===== config.mk =====
export PLATFORM = sky130hd
export DESIGN_NAME = capture_occupancy_counter_flat
export DESIGN_NICKNAME = d
export VERILOG_FILES = /design/src/rtl/capture_occupancy_counter_pkg.sv /design/src/rtl/capture_occupancy_counter_if.sv /design/src/rtl/capture_occupancy_counter_flag_decode.sv /design/src/rtl/capture_occupancy_counter.sv /design/src/flat_wrapper.sv
export SDC_FILE = /design/constraint.sdc
export NUM_CORES = 1
export LEC_CHECK = 0
export BUFFER_PORTS_ARGS = -buffer_cell sky130_fd_sc_hd__buf_2
export CAP_MARGIN = 20
export CORE_AREA = 2 2 39 41
export CTS_BUF_LIST = sky130_fd_sc_hd__clkbuf_16
export DETAILED_ROUTE_END_ITERATION = 16
export DIE_AREA = 0 0 41 43
export GPL_ROUTABILITY_DRIVEN = 1
export PLACE_DENSITY_LB_ADDON = 0.05
export SYNTH_ARGS = -nofsm -noshare
export SYNTH_HDL_FRONTEND = slang
export SYNTH_HIERARCHICAL = 1
export SYNTH_SLANG_ARGS = --single-unit

===== constraint.sdc =====
create_clock -name clock -period 2.3 [get_ports clock]
set_input_delay 0.23 -clock clock [delete_from_list [all_inputs] [get_ports clock]]
set_output_delay 0.23 -clock clock [all_outputs]
set_load 0.005 [all_outputs]

===== src/rtl/capture_occupancy_counter_pkg.sv =====
// Shared types for the capture occupancy counter: FSM states, update actions, clog2.
// Optional high-water mark output is enabled with CAPTURE_CNT_PEAK_EN.
package capture_cnt_pkg;

  typedef enum logic [1:0] {
    S_EMPTY = 2'd0,
    S_PART  = 2'd1,
    S_FULL  = 2'd2
  } occ_state_e;

  typedef enum logic [2:0] {
    HOLD    = 3'd0,
    INC     = 3'd1,
    DEC     = 3'd2,
    ERR_OVF = 3'd3,
    ERR_UDF = 3'd4
  } occ_action_e;

  // Ceiling log2; callers pass DEPTH+1 so the result covers 0..DEPTH inclusive.
  function automatic int unsigned clog2(input int unsigned value);
    int unsigned v;
    int unsigned r;
    v = value - 1;
    r = 0;
    while (v > 0) begin
      r = r + 1;
      v = v >> 1;
    end
    return r;
  endfunction

endpackage


===== src/rtl/capture_occupancy_counter_if.sv =====
// Request/status bundle between a capture source and the occupancy counter.
// The peak signal exists only when CAPTURE_CNT_PEAK_EN is defined.
interface capture_occupancy_counter_if
  import capture_cnt_pkg::*;
#(
  parameter int unsigned DEPTH = 6
);
  localparam int unsigned CW = clog2(DEPTH + 1);

  logic          clear;
  logic          capture;
  logic          drain;
  logic [CW-1:0] count;
  logic          empty;
  logic          almost_full;
  logic          full;
  logic          overflow;
  logic          underflow;
`ifdef CAPTURE_CNT_PEAK_EN
  logic [CW-1:0] peak;
`endif

  modport master (
    output clear, capture, drain,
`ifdef CAPTURE_CNT_PEAK_EN
    input  peak,
`endif
    input  count, empty, almost_full, full, overflow, underflow
  );

  modport slave (
    input  clear, capture, drain,
`ifdef CAPTURE_CNT_PEAK_EN
    output peak,
`endif
    output count, empty, almost_full, full, overflow, underflow
  );

endinterface


===== src/rtl/capture_occupancy_counter_flag_decode.sv =====
// Pure combinational decode of the occupancy count into flags and FSM state.
module occ_flag_decode
  import capture_cnt_pkg::*;
#(
  parameter  int unsigned DEPTH       = 6,
  parameter  int unsigned ALMOST_FULL = DEPTH - 1,
  localparam int unsigned CW          = clog2(DEPTH + 1)
) (
  input  logic [CW-1:0] count,
  output logic          empty_c,
  output logic          almost_full_c,
  output logic          full_c,
  output occ_state_e    state_c
);

  localparam logic [CW-1:0] DEPTH_C = CW'(DEPTH);
  localparam logic [CW-1:0] AF_C    = CW'(ALMOST_FULL);

  always_comb begin
    empty_c       = (count == '0);
    almost_full_c = (count >= AF_C);
    full_c        = (count == DEPTH_C);
    state_c       = S_PART;
    if (empty_c) begin
      state_c = S_EMPTY;
    end else if (full_c) begin
      state_c = S_FULL;
    end
  end

endmodule


===== src/rtl/capture_occupancy_counter.sv =====
// Saturating up/down occupancy counter with sticky overflow/underflow flags.
// Define CAPTURE_CNT_PEAK_EN to add a high-water mark register on bus.peak.
module capture_occupancy_counter
  import capture_cnt_pkg::*;
#(
  parameter int unsigned DEPTH       = 6,
  parameter int unsigned ALMOST_FULL = DEPTH - 1
) (
  input logic                        clock,
  input logic                        rst,
  capture_occupancy_counter_if.slave bus
);

  localparam int unsigned CW = clog2(DEPTH + 1);

  logic [CW-1:0] count_q, count_d;
  logic          overflow_q, overflow_d;
  logic          underflow_q, underflow_d;
  logic          empty_c, almost_full_c, full_c;
  occ_state_e    state_c;
  occ_action_e   action_c;

  occ_flag_decode #(
    .DEPTH       (DEPTH),
    .ALMOST_FULL (ALMOST_FULL)
  ) u_decode (
    .count         (count_q),
    .empty_c       (empty_c),
    .almost_full_c (almost_full_c),
    .full_c        (full_c),
    .state_c       (state_c)
  );

  // Update table: simultaneous capture and drain always holds without error.
  always_comb begin
    action_c    = HOLD;
    count_d     = count_q;
    overflow_d  = overflow_q;
    underflow_d = underflow_q;

    if (bus.capture && !bus.drain) begin
      action_c = (state_c == S_FULL) ? ERR_OVF : INC;
    end else if (bus.drain && !bus.capture) begin
      action_c = (state_c == S_EMPTY) ? ERR_UDF : DEC;
    end

    case (action_c)
      INC:     count_d     = count_q + CW'(1);
      DEC:     count_d     = count_q - CW'(1);
      ERR_OVF: overflow_d  = 1'b1;
      ERR_UDF: underflow_d = 1'b1;
      default: count_d     = count_q;
    endcase

    if (bus.clear) begin
      count_d     = '0;
      overflow_d  = 1'b0;
      underflow_d = 1'b0;
    end
  end

  always_ff @(posedge clock) begin
    if (rst) begin
      count_q     <= '0;
      overflow_q  <= 1'b0;
      underflow_q <= 1'b0;
    end else begin
      count_q     <= count_d;
      overflow_q  <= overflow_d;
      underflow_q <= underflow_d;
    end
  end

`ifdef CAPTURE_CNT_PEAK_EN
  logic [CW-1:0] peak_q, peak_d;

  // High-water mark tracks the value count is about to take.
  always_comb begin
    peak_d = peak_q;
    if (bus.clear) begin
      peak_d = '0;
    end else if (count_d > peak_q) begin
      peak_d = count_d;
    end
  end

  always_ff @(posedge clock) begin
    if (rst) begin
      peak_q <= '0;
    end else begin
      peak_q <= peak_d;
    end
  end

  assign bus.peak = peak_q;
`endif

  assign bus.count       = count_q;
  assign bus.empty       = empty_c;
  assign bus.almost_full = almost_full_c;
  assign bus.full        = full_c;
  assign bus.overflow    = overflow_q;
  assign bus.underflow   = underflow_q;

endmodule

===== src/flat_wrapper.sv =====
// flat-port wrapper written by rule: the top's interface ports become plain ports
module capture_occupancy_counter_flat import capture_cnt_pkg::*;
#(
  parameter int unsigned DEPTH       = 6,
  parameter int unsigned ALMOST_FULL = DEPTH - 1
)
  (clock, rst, bus_clear, bus_capture, bus_drain, bus_count, bus_empty, bus_almost_full, bus_full, bus_overflow, bus_underflow);
  capture_occupancy_counter_if #(.DEPTH(DEPTH)) bus_i ();
  input logic clock;
  input logic rst;
  input wire logic [$bits(bus_i.clear)-1:0] bus_clear;
  input wire logic [$bits(bus_i.capture)-1:0] bus_capture;
  input wire logic [$bits(bus_i.drain)-1:0] bus_drain;
  output wire logic [$bits(bus_i.count)-1:0] bus_count;
  output wire logic [$bits(bus_i.empty)-1:0] bus_empty;
  output wire logic [$bits(bus_i.almost_full)-1:0] bus_almost_full;
  output wire logic [$bits(bus_i.full)-1:0] bus_full;
  output wire logic [$bits(bus_i.overflow)-1:0] bus_overflow;
  output wire logic [$bits(bus_i.underflow)-1:0] bus_underflow;
  assign bus_i.clear = bus_clear;
  assign bus_i.capture = bus_capture;
  assign bus_i.drain = bus_drain;
  assign bus_count = bus_i.count;
  assign bus_empty = bus_i.empty;
  assign bus_almost_full = bus_i.almost_full;
  assign bus_full = bus_i.full;
  assign bus_overflow = bus_i.overflow;
  assign bus_underflow = bus_i.underflow;
  capture_occupancy_counter #(.DEPTH(DEPTH), .ALMOST_FULL(ALMOST_FULL)) u_core (.clock(clock), .rst(rst), .bus(bus_i));
endmodule

==> run metrics <==
CP startpoint u_core/bus.count[1]; Synth area leader dfxtp_1; Worst Hold Class in -> reg; first-pass GRT wire length 1040 um; post-route setup slack approximately 340 ps; crit path DAT roughly 2100 ps; Cells after Synth 35; Worst R2R End u_core/bus.count[2]; worst vdd ir about 440 uV; Final Hold Vio Count 0; max cap viols 0; worst-case clock skew around 1.4 ps; number of antenna violations at the first check in global routing 0; placed cells 64; # setup viols final 0; syn nets 41; Synth Cell Area around 330 um^2; crit-path cells or2_1 > a21o_1 > nor2_2 > nor2_1 > fa_1 > nor3b_2 > nor3_1 > nor3b_2; clk_lat worst skew 220 ps; maximum operating frequency about 510 MHz; WP data required approximately 2400 ps; Final min period between 1500 and 2000 ps; Die Height about 43 um; Routed WL per cell a little under 10 um; setup TNS 0 ps; Min-Delay Endpoint u_core/bus.overflow; slowest CP cell fa_1; Final Cycle Share 85.3%; clk buf depth 2; H-Tree Level Count 1; # fillers 149; port bufs 12; Worst setup SP type flip-flop; total CTS buffers 3; multi-input logic area about 230 um^2; Yosys warning count 6; worst r2r src u_core/bus.count[1]; CP Max Fanout 7; worst slew pin tran between 300 and 400 ps; Non-Filler Instances slightly below 70; via count 297; Core Util, Final a little over a third; most common library cells after synthesis nor2_1, dfxtp_1, nor3_1; Pwr Density approximately 800 nW/um^2; detailed placement HPWL 523 um; GRT Overall Usage a little under a tenth; sequential cell area 100 um^2; Via-to-Cell Ratio 4.37; most common cell in the synthesized netlist nor2_1; pre-CTS WS about 340 ps; Final nets between 50 and 60; final slew viol count 0; top-level port count 13; Post-Route WL 655 um; delay of the slowest critical-path stage around 380 ps; starting DRC count in detailed routing 4; outcome completed; Syn Area/Cell ~9.5 um^2; residual DRC count 0; relative slew slack 79.4%; dpl cell area roughly 420 um^2; Setup CP Type reg -> reg; cells on worst reg2reg path 8; Final Wtd Congestion just under 0.7; RSZ-0062 raised after global routing no; Starting Density between 20% and 30%; sequential fraction of the synthesis area a little under a third; core area roughly 1400 um^2; Reg clk slew, reported paths around 30 ps; hold path startpoint bus_capture; row cnt 14; Worst R2R Setup Slack 340 ps; antenna viol nets, final 0; die area roughly 1800 um^2; Synth Register Bits 5; area share of the largest cell type after synthesis 30.1%; Initial DRT Pass Iterations 2; clk root buf clkbuf_16; Post-synth EDFFs 0; largest net degree at the start of global routing 9; post-route cell area around 500 um^2; ys flop type dfxtp_1; largest cells by area after synthesis dfxtp_1, nor2_1, nand2b_4; Hold Crit Depth 3; cts repair resizes 0; Sink Count 5; diode count 0; CTS Hold Buffers Added 0; Synth-to-Final Area Change 50.0%; die width about 41 um; share of cells above drive strength 1 a little under half; Lkg Pwr ~0.24 nW; most frequent CP cell nor3b_2; Post-CTS Setup Inserts 0; vias in the first global route 245; CTS tree yes; Critical Path End Type flip-flop; Remaining Overflow, GRT 0; Yosys cell types 19; fraction of registers with async set/reset 0%
## where the power goes
group	internal, W	leakage, nW	total [W]	switching [W]
Clock	0.000225	0.0423	0.000278	0.0000528
Sequential	0.0000891	0.0405	0.0000919	0.00000281
Combinational	0.0000157	0.155	0.0000314	0.0000158
Total	0.000330	0.238	0.000401	0.0000714
## cells by family after synthesis
| group | share of synthesized area, % |
|---|---|
| AOI/OAI and AO/OA | 13.9 |
| xor gates and xnor gates | 2.63 |
| adders and majority gates | 6.02 |
| buffers and inverters | 1.13 |
| DFF | 30.1 |
| muxes | 3.01 |
| and+or+nand+nor | 43.2 |
## stage by stage
stage                     total power, W  hold slack [ps]
after global routing            0.000419              371
after global placement          0.000125              452
after CTS                       0.000408              329
final                           0.000401              327
after floorplan                 0.000113              381
after detailed placement        0.000125              458
## cell usage in the layout (no fill, tap or decap), drive strengths merged
cell    count
nand2b      2
inv         2
buf        13
xnor2       1
o22ai       1
a21o        1
nor2b       1
nor3b       2
fa          1
dfxtp       5
mux2i       1
a31oi       1
nor2        9
nor3        4
clkbuf      3
o21ai       1
or2         2
nand2       1
o21a        1
## state kept, by name, summed over array words and instances, names as in the netlist
signal	cells
u_core/bus.count	3
u_core/bus.overflow	1
u_core/bus.underflow	1
## worst max path at each step
| stage | to | slack, ps | cells after the start |
|---|---|---|---|
| 6_report | u_core/bus.count[2] | 340 | 8 |
| 5_1_grt | u_core/bus.count[2] | 190 | 8 |
| 4_1_cts | u_core/bus.count[2] | 330 | 8 |
| 3_5_place_dp | u_core/bus.count[2] | 340 | 8 |
| 3_3_place_gp | u_core/bus.count[2] | 360 | 8 |
| 2_1_floorplan | u_core/bus.count[2] | 310 | 8 |
## final cells by class
class                           count  area share [%]
Clock buffer                        3            15.0
Timing Repair Buffer               13            13.5
Tap cell                           16            4.01
Clock inverter                      1           0.752
Sequential cell                     5            20.1
Multi-Input combinational cell     29            45.9
Inverter                            1           0.752
## routing by layer
layer	wire length [um]	part of all wire, %	GRT usage [%]
met1	295	45	10.7
met2	284	43	12.5
met3	75	11	7.85
met4	0	0	2.00
met5	0	0	0
## worst max-delay path, delay by kind of cell (launching register included)
family	cells	cell delay (ps)
adder cells (fa/ha/maj)	1	380
AND/OR/NAND/NOR	6	900
AO/OA/AOI/OAI	1	210
flip-flops	1	360
(Power assumes the default switching activity.)
